## src/rtl/mem_access_sequencer.sv

```systemverilog
// Byte-serial load/store sequencer between a core request port and a byte-wide memory.
// Optional build macro MISALIGN_CHECK_EN rejects misaligned half and word accesses.
module mem_access_sequencer #(
    parameter int unsigned MEM_BYTES = 512
) (
    input  logic        clk,
    input  logic        reset,
    input  logic        req_valid_i,
    output logic        req_ready_o,
    input  logic        req_write_i,
    input  logic [1:0]  req_size_i,
    input  logic        req_unsigned_i,
    input  logic [31:0] req_addr_i,
    input  logic [31:0] req_wdata_i,
    output logic        resp_valid_o,
    output logic [31:0] resp_rdata_o,
    output logic        resp_err_o,
    output logic        mem_cs_o,
    output logic [31:0] mem_addr_o,
    output logic [7:0]  mem_wdata_o,
    output logic        mem_we_o,
    output logic        mem_re_o,
    input  logic [7:0]  mem_rdata_i
);

    typedef enum logic [1:0] {
        IDLE   = 2'd0,
        ACCESS = 2'd1,
        DONE   = 2'd2
    } state_e;

    function automatic logic [1:0] last_idx(input logic [1:0] size);
        logic [1:0] idx;
        case (size)
            2'b00:   idx = 2'd0;
            2'b01:   idx = 2'd1;
            default: idx = 2'd3;
        endcase
        return idx;
    endfunction

    // End address is formed in 33 bits so requests near 2^32 cannot wrap into range.
    function automatic logic req_error(input logic [1:0] size, input logic [31:0] addr);
        logic [32:0] end_addr;
        logic        err;
        end_addr = {1'b0, addr} + {31'd0, last_idx(size)};
        err      = (size == 2'b11) || (end_addr >= 33'(MEM_BYTES));
`ifdef MISALIGN_CHECK_EN
        err      = err || ((size == 2'b01) && addr[0]) ||
                   ((size == 2'b10) && (addr[1:0] != 2'b00));
`endif
        return err;
    endfunction

    function automatic logic [31:0] extend(input logic [31:0] raw, input logic [1:0] size,
                                           input logic uns);
        logic [31:0] res;
        case (size)
            2'b00:   res = {{24{~uns & raw[7]}}, raw[7:0]};
            2'b01:   res = {{16{~uns & raw[15]}}, raw[15:0]};
            default: res = raw;
        endcase
        return res;
    endfunction

    state_e      state_q, state_d;
    logic [1:0]  cnt_q, cnt_d;
    logic        write_q, write_d;
    logic [1:0]  size_q, size_d;
    logic        uns_q, uns_d;
    logic [31:0] addr_q, addr_d;
    logic [31:0] wdata_q, wdata_d;
    logic [31:0] hold_q, hold_d;
    logic        req_ready_q, req_ready_d;
    logic        resp_valid_q, resp_valid_d;
    logic        resp_err_q, resp_err_d;
    logic [31:0] resp_rdata_q, resp_rdata_d;
    logic        mem_cs_q, mem_cs_d;
    logic [31:0] mem_addr_q, mem_addr_d;
    logic [7:0]  mem_wdata_q, mem_wdata_d;
    logic        mem_we_q, mem_we_d;
    logic        mem_re_q, mem_re_d;
    logic [1:0]  next_cnt_s;
    logic [31:0] merged_s;

    // Next-state and next-output logic; outputs are computed one cycle ahead and registered.
    always_comb begin
        state_d      = state_q;
        cnt_d        = cnt_q;
        write_d      = write_q;
        size_d       = size_q;
        uns_d        = uns_q;
        addr_d       = addr_q;
        wdata_d      = wdata_q;
        hold_d       = hold_q;
        req_ready_d  = 1'b0;
        resp_valid_d = 1'b0;
        resp_err_d   = 1'b0;
        resp_rdata_d = 32'd0;
        mem_cs_d     = 1'b0;
        mem_addr_d   = 32'd0;
        mem_wdata_d  = 8'd0;
        mem_we_d     = 1'b0;
        mem_re_d     = 1'b0;
        next_cnt_s   = cnt_q + 2'd1;
        merged_s     = hold_q;
        merged_s[{cnt_q, 3'b000} +: 8] = mem_rdata_i;

        case (state_q)
            IDLE: begin
                if (req_valid_i) begin
                    write_d = req_write_i;
                    size_d  = req_size_i;
                    uns_d   = req_unsigned_i;
                    addr_d  = req_addr_i;
                    wdata_d = req_wdata_i;
                    cnt_d   = 2'd0;
                    if (req_error(req_size_i, req_addr_i)) begin
                        state_d      = DONE;
                        resp_valid_d = 1'b1;
                        resp_err_d   = 1'b1;
                    end else begin
                        state_d     = ACCESS;
                        mem_cs_d    = 1'b1;
                        mem_addr_d  = req_addr_i;
                        mem_we_d    = req_write_i;
                        mem_re_d    = ~req_write_i;
                        mem_wdata_d = req_write_i ? req_wdata_i[7:0] : 8'd0;
                    end
                end else begin
                    req_ready_d = 1'b1;
                end
            end
            ACCESS: begin
                if (!write_q) begin
                    hold_d = merged_s;
                end else begin
                    hold_d = hold_q;
                end
                if (cnt_q == last_idx(size_q)) begin
                    state_d      = DONE;
                    resp_valid_d = 1'b1;
                    resp_rdata_d = write_q ? 32'd0 : extend(merged_s, size_q, uns_q);
                end else begin
                    cnt_d       = next_cnt_s;
                    mem_cs_d    = 1'b1;
                    mem_addr_d  = addr_q + {30'd0, next_cnt_s};
                    mem_we_d    = write_q;
                    mem_re_d    = ~write_q;
                    mem_wdata_d = write_q ? wdata_q[{next_cnt_s, 3'b000} +: 8] : 8'd0;
                end
            end
            DONE: begin
                state_d     = IDLE;
                req_ready_d = 1'b1;
            end
            default: begin
                state_d     = IDLE;
                req_ready_d = 1'b1;
            end
        endcase
    end

    // State and output registers with synchronous reset.
    always_ff @(posedge clk) begin
        if (reset) begin
            state_q      <= IDLE;
            cnt_q        <= 2'd0;
            write_q      <= 1'b0;
            size_q       <= 2'd0;
            uns_q        <= 1'b0;
            addr_q       <= 32'd0;
            wdata_q      <= 32'd0;
            hold_q       <= 32'd0;
            req_ready_q  <= 1'b1;
            resp_valid_q <= 1'b0;
            resp_err_q   <= 1'b0;
            resp_rdata_q <= 32'd0;
            mem_cs_q     <= 1'b0;
            mem_addr_q   <= 32'd0;
            mem_wdata_q  <= 8'd0;
            mem_we_q     <= 1'b0;
            mem_re_q     <= 1'b0;
        end else begin
            state_q      <= state_d;
            cnt_q        <= cnt_d;
            write_q      <= write_d;
            size_q       <= size_d;
            uns_q        <= uns_d;
            addr_q       <= addr_d;
            wdata_q      <= wdata_d;
            hold_q       <= hold_d;
            req_ready_q  <= req_ready_d;
            resp_valid_q <= resp_valid_d;
            resp_err_q   <= resp_err_d;
            resp_rdata_q <= resp_rdata_d;
            mem_cs_q     <= mem_cs_d;
            mem_addr_q   <= mem_addr_d;
            mem_wdata_q  <= mem_wdata_d;
            mem_we_q     <= mem_we_d;
            mem_re_q     <= mem_re_d;
        end
    end

    // Strobes drop as soon as reset is seen so an aborted store writes no further byte.
    assign mem_cs_o     = mem_cs_q & ~reset;
    assign mem_we_o     = mem_we_q & ~reset;
    assign mem_re_o     = mem_re_q & ~reset;
    assign mem_addr_o   = mem_addr_q;
    assign mem_wdata_o  = mem_wdata_q;
    assign req_ready_o  = req_ready_q;
    assign resp_valid_o = resp_valid_q;
    assign resp_err_o   = resp_err_q;
    assign resp_rdata_o = resp_rdata_q;

endmodule

```

## config.mk

```make
export PLATFORM = sky130hd
export DESIGN_NAME = mem_access_sequencer
export DESIGN_NICKNAME = d
export VERILOG_FILES = /design/src/rtl/mem_access_sequencer.sv
export SDC_FILE = /design/constraint.sdc
export NUM_CORES = 1
export LEC_CHECK = 0
export CORE_MARGIN = 1.5
export CORE_UTILIZATION = 47
export CTS_CLUSTER_DIAMETER = 50
export DETAILED_ROUTE_END_ITERATION = 6
export GPL_ROUTABILITY_DRIVEN = 0
export PLACE_DENSITY_LB_ADDON = 0.15
export SYNTH_ARGS = -nofsm -noshare
export SYNTH_HDL_FRONTEND = slang
export SYNTH_SLANG_ARGS = --single-unit
```

## constraint.sdc

```tcl
create_clock -name clk -period 3.2 [get_ports clk]
set_input_delay 0.48 -clock clk [delete_from_list [all_inputs] [get_ports clk]]
set_output_delay 0.48 -clock clk [all_outputs]
set_load 0.01 [all_outputs]
```

# Word level (Yosys, flattened, before mapping)
# Index checks and enable logic that the tools add are counted.
# totals
word_cells	98
out_inout_bits	78
input_bits	79
register_bits	182
# classes
n_reduce_logical	11
order_cmp	1
n_eq_ne	8
n_shift	3
muxes	42
n_addsub	4
n_bitwise	12
# op_table
cell	n
one-hot mux 32 bit (2 select lines)	2
2-to-1 mux 32 bit	3
2-to-1 mux 8 bit	5
adder 32 x 2 -> 33 bit	1
greater-or-equal comparator 33 x 10 -> 1 bit (second input constant)	1
adder 32 x 2 -> 32 bit	1
bitwise mux 32 bit	1
variable shift 8 x 7 -> 32 bit (first input constant)	1
variable part select 32 x 6 -> 8 bit	1
variable part select 8 x 7 -> 32 bit	1
2-to-1 mux 2 bit	8
one-hot mux 2 bit (2 select lines)	4
one-hot mux 8 bit (2 select lines)	1
2-to-1 mux 1 bit	13
one-hot mux 1 bit (2 select lines)	5
negation 5 -> 7 bit	1
inverter 1 bit	7
== test 2 x 1 -> 1 bit (second input constant)	3
logical NOT 2 bit	3
!= test 2 bit (second input constant)	3
AND reduction 2 bit	3
AND 1 bit	5
OR reduction 4 bit	1
AND reduction 3 bit	1
other kinds (6)	6

# Longest topological paths before layout
# depth
word_depth	10
depth_mapped	11
mapped_depth_nobuf	11

# Least setup slack after synthesis
# No wires, ideal clock.
# synth_timing
path_type	register to register
start	register cnt_q[0]
end	register mem_addr_q[26] (netlist: mem_addr_o[26])
n_path_buf	0
path_slack_ps	-48
synth_period_minus_slack_ps	3248
required_ps	3073
arrival_time_ps	3121
stages_incl_launch_ff	12
setup_ps	127
cell_sequence	dfxtp_1 inv_1 ha_1 inv_1 fa_1 nand2b_1 nor4_1 or4b_1 or2_2 nor2_1 xnor2_1 nor2_1
# synth_via
elab_chain_len	4
word_cells_on_any_way	5
cone_classes	add/sub: 2; eq/ne: 1; mux: 2
# synth_rtl
item	line	source
start, declared	67	logic [1:0] cnt_q, cnt_d;
start signal, assigned	186	cnt_q <= cnt_d;
adder 2 x 1 -> 2 bit	105	next_cnt_s = cnt_q + 2'd1;
adder 32 x 2 -> 32 bit	147	mem_addr_d = addr_q + {30'd0, next_cnt_s};
2-to-1 mux 32 bit (*)	140	if (cnt_q == last_idx(size_q)) begin
one-hot mux 32 bit (2 select lines) (*)	109	case (state_q)
end signal, assigned	198	mem_addr_q <= mem_addr_d;
end, declared	79	logic [31:0] mem_addr_q, mem_addr_d;
# Mark *: on every way between the ends. The rest lies on a longest branch, timed or not.
# A chain may end at the register's enable or synchronous reset.

# Worst setup path in the final report
# layout_timing
start	input port req_size_i[0]
end	register state_q[1]
# layout_via
elab_chain_len	10
word_cells_on_any_way	12
cone_classes	add/sub: 1; order compare: 1; eq/ne: 2; mux: 6; reduce/logical: 2
# layout_rtl
item	line	source
start, declared	11	input logic [1:0] req_size_i,
== test 2 x 1 -> 1 bit or logical NOT 2 bit (tied branches)	34	case (size)
one-hot mux 2 bit (2 select lines)	34	
2-to-1 mux 2 bit	111	if (req_valid_i) begin
2-to-1 mux 2 bit	109	
adder 32 x 2 -> 33 bit	46	end_addr = {1'b0, addr} + {31'd0, last_idx(size)};
greater-or-equal comparator 33 x 10 -> 1 bit	47	err = (size == 2'b11) || (end_addr >= 33'(MEM_BYTES));
logical OR 1 bit (*)	47	
2-to-1 mux 2 bit (*)	118	if (req_error(req_size_i, req_addr_i)) begin
2-to-1 mux 2 bit (*)	111	
one-hot mux 2 bit (2 select lines) (*)	109	
end signal, assigned	185	state_q <= state_d;
end, declared	66	state_e state_q, state_d;
# Mark *: on every way between the ends. The rest lies on a longest branch, timed or not. The select of a mux whose other input is x is not followed.

==> summary.md <==
| Metric | Value |
|---|---|
| Status | finished, final reports clean |
| Die Y | 133 um |
| Number of placement rows | 47 |
| First-pass GRT wire length | 32900 um |
| Total gr overflow | 0 |
| Final Max Tran Viols | 0 |
| Hold Vio Cnt, Final | 0 |
| Primary FF master, synth | dfxtp_1 |
| Final setup margin | 0.119 ns |
| Worst endpoint required time | 3.52 ns |
| # diodes | 0 |
| Area grow syn2layout | 32.7% |
| Antenna violations before repair | 0 |
| Global Route Usage Sum | 0.231 |
| Adder-Cell Fraction of Synth Area | 0.0191 |
| Syn Nets | 1051 |
| Vias | 7121 |
| Hold-fix buffers at CTS | 0 |
| Worst VDD drop | 0.402 mV |
| Via density | 5.26 |
| Worst-Margin Slew | 1.09 ns |
| Post-synth EDFFs | 0 |
| Post-CTS resize count | 0 |
| Share of cells above drive strength 1 | 0.104 |
| Nets | 1210 |
| Root Buffer | clkbuf_16 |
| Seq/Total Area, Yosys | 0.455 |
| Slowest stage cell, crit path | or4_4 |
| Drt pass-1 iters | 5 |
| Leakage power | 0.00381 uW |
| Post-detailed-route wirelength per cell | 15.1 um |
| Crit share post-route | 0.963 |
| Most frequent cells in the layout | nand2_1 (184), dfxtp_1 (182), clkdlybuf4s50_1 (155) |
| RSZ-0062 raised after global routing | no |
| Clk Latency, worst-skew pair | 0.43 ns |
| Post-CTS Setup Bufs | 0 |
| Maxcap violations | 0 |
| Maximum root-to-sink buffer count | 2 |
| CORE AREA | 0.0166 sq mm |
| Simple-gate portion of the synthesized area | 0.262 |
| Post-route ant nets | 0 |
| # H-tree levels | 4 |
| DP Worst Slack | -0.348 ns |
| TNS Setup | 0 ns |
| Critical Path End Type | flop |
| Detailed-route wire length | 20400 um |
| Top Ports | 157 |
| Fmax | 0.325 GHz |
| Die ar. | 0.0178 sq mm |
| Async S/R FF share, synth | 0 |
| Critical Path Start Type | input port |
| Synth unique cells | 57 |
| Hold Crit Class | reg2reg |
| CP arrival | 3.40 ns |
| Largest family of logic cells by synthesized area | simple AND/OR/NAND/NOR gates |
| Critical path class | in2reg |
| Min Tclk post-route | 3.08 ns |
| Synth Register Bits | 182 |
| Slowest cell delay on critical path | 0.55 ns |
| Final HPWL DP | 14000 um |
| XOR/XNOR Fraction of Synth Area | 0.0394 |
| Critical-path cell list | clkdlybuf4s50_1 > or2_2 > ha_2 > inv_1 > fa_2 > or4_4 > nor4_4 > nand2_1 > a211oi_2 > o211ai_4 > buf_12 > o31a_1 |
| Mapped Avg Cell Area | 8.33 sq um |
| Setup Viol. Count Final | 0 |
| Commonest non-fill, non-tap cell in the layout | nand2_1 |
| Slew margin rel. | 0.272 |
| Clock Sinks | 182 |
| CP max FO | 7 |
| Total power | 4720 uW |
| Die span in x | 133 um |
| Buffers added on ports | 156 |
| Skew final | 0.0112 ns |
| Cells after Synth | 961 |
| Initial cell density of the core | 0.483 |
| TritonCTS clock tree | built |
| Cell area after synthesis | 0.00800 sq mm |
| Largest net degree at the start of global routing | 71 |
| Vias in the first global route | 6514 |
| Drc violations | 0 |
| Warnings from Yosys | 0 |
| CTS Buf Count | 17 |
| Final instance area | 0.0106 sq mm |
| Worst-path clk slew | 0.07 ns |
| Post-DP Area | 0.00996 sq mm |
| Post-synthesis mux area share | 0.0264 |
| Post-synthesis compound-gate area fraction | 0.161 |
| Number of DRC markers in iteration 0 | 506 |
| Pwr/cell area | 445 mW/mm^2 |
[state kept, by name, summed over array words and instances (netlist names), 2 cells and up]
| register | flops |
|---|---|
| resp_rdata_o | 32 |
| state_q | 2 |
| mem_wdata_o | 8 |
| hold_q | 32 |
| size_q | 2 |
| wdata_q | 32 |
| cnt_q | 2 |
| addr_q | 32 |
| mem_addr_o | 32 |
[cell usage after synthesis (3+ instances only)]
master    count  area (sq um)
nor4b_1       4          35.0
nor4_1        4          25.0
a211oi_1     24           180
and2_1        4          25.0
nor3_1       10          50.1
a22oi_1       7          52.6
o21bai_1      8          60.1
nand2b_1     20           125
a21oi_1     132           661
nand2_1     186           698
ha_1          9           113
xnor2_1      19           166
nand3_1      21           105
inv_1        14          52.6
dfxtp_1     182          3640
nor2_1       81           304
mux4_2        8           180
or3_1        10          62.6
nand4_1      20           125
and3_1       18           113
o21ai_0      16          80.1
o31ai_2       9           113
xor2_1       17           149
nor2b_1      37           231
and4_1        3          26.3
or2_2         4          25.0
buf_1         8          30.0
clkbuf_1     49           184
[final timing paths]
check / cells past startpoint / startpoint / slack [ns] / end
worst max-delay path: 12 / req_size_i[0] / 0.12 / state_q[1]$_SDFFE_PP0P_
worst max register to register: 11 / cnt_q[0]$_SDFFE_PP0P_ / 0.21 / mem_addr_o[30]$_SDFF_PP0_
worst min-delay path: 2 / wdata_q[6]$_SDFFE_PP0P_ / 0.45 / wdata_q[6]$_SDFFE_PP0P_
worst min register to register: 2 / wdata_q[6]$_SDFFE_PP0P_ / 0.45 / wdata_q[6]$_SDFFE_PP0P_
[final cells by class]
| cell class | count | area (sq um) |
|---|---|---|
| fillers | 1444 | 5970 |
| multi-input cells | 704 | 4130 |
| flip-flops and latches | 182 | 3640 |
| repair buffers | 201 | 1960 |
| clock buffers | 23 | 488 |
| well taps | 220 | 275 |
| clock inverters | 9 | 67.6 |
| inverters | 14 | 52.6 |
[report_power, final]
part	internal (uW)	leakage (uW)	switching, uW	total, uW
registers	2320	0.00148	43.5	2360
clock network	1080	0.000266	877	1960
logic	186	0.00207	218	405
total	3590	0.00381	1140	4720
[per-stage QoR]
stage	hold WS, ns	std cells	utilization
3_5_place_dp	0.446	1319	0.600
3_3_place_gp	0.440	1319	0.600
2_1_floorplan	0.433	961	-
6_report	0.453	1353	0.640
4_1_cts	0.455	1351	0.634
5_1_grt	0.476	1353	0.640
[logic make-up after synthesis]
logic type | count (synthesis)
adder cells (fa/ha/maj) | 11
flip-flops | 182
AND/OR/NAND/NOR | 434
multiplexers | 11
AO/OA/AOI/OAI | 212
XOR/XNOR | 36
buffers and inverters | 75
[critical path: cells and delay by family]
family | cells | cell delay (ns)
fa+ha+maj | 2 | 0.51
simple gates | 4 | 1.02
buf+inv | 3 | 0.71
compound gates | 3 | 0.69
[metal layers]
| metal | up-vias | share of wire | global-route usage |
|---|---|---|---|
| li1 | 3616 | - | - |
| met1 | 3294 | 0.48 | 0.322 |
| met2 | 192 | 0.47 | 0.362 |
| met3 | 19 | 0.043 | 0.0434 |
| met4 | 0 | 0.014 | 0.0749 |
| met5 | - | 0 | 0 |
(Power assumes the default switching activity.)
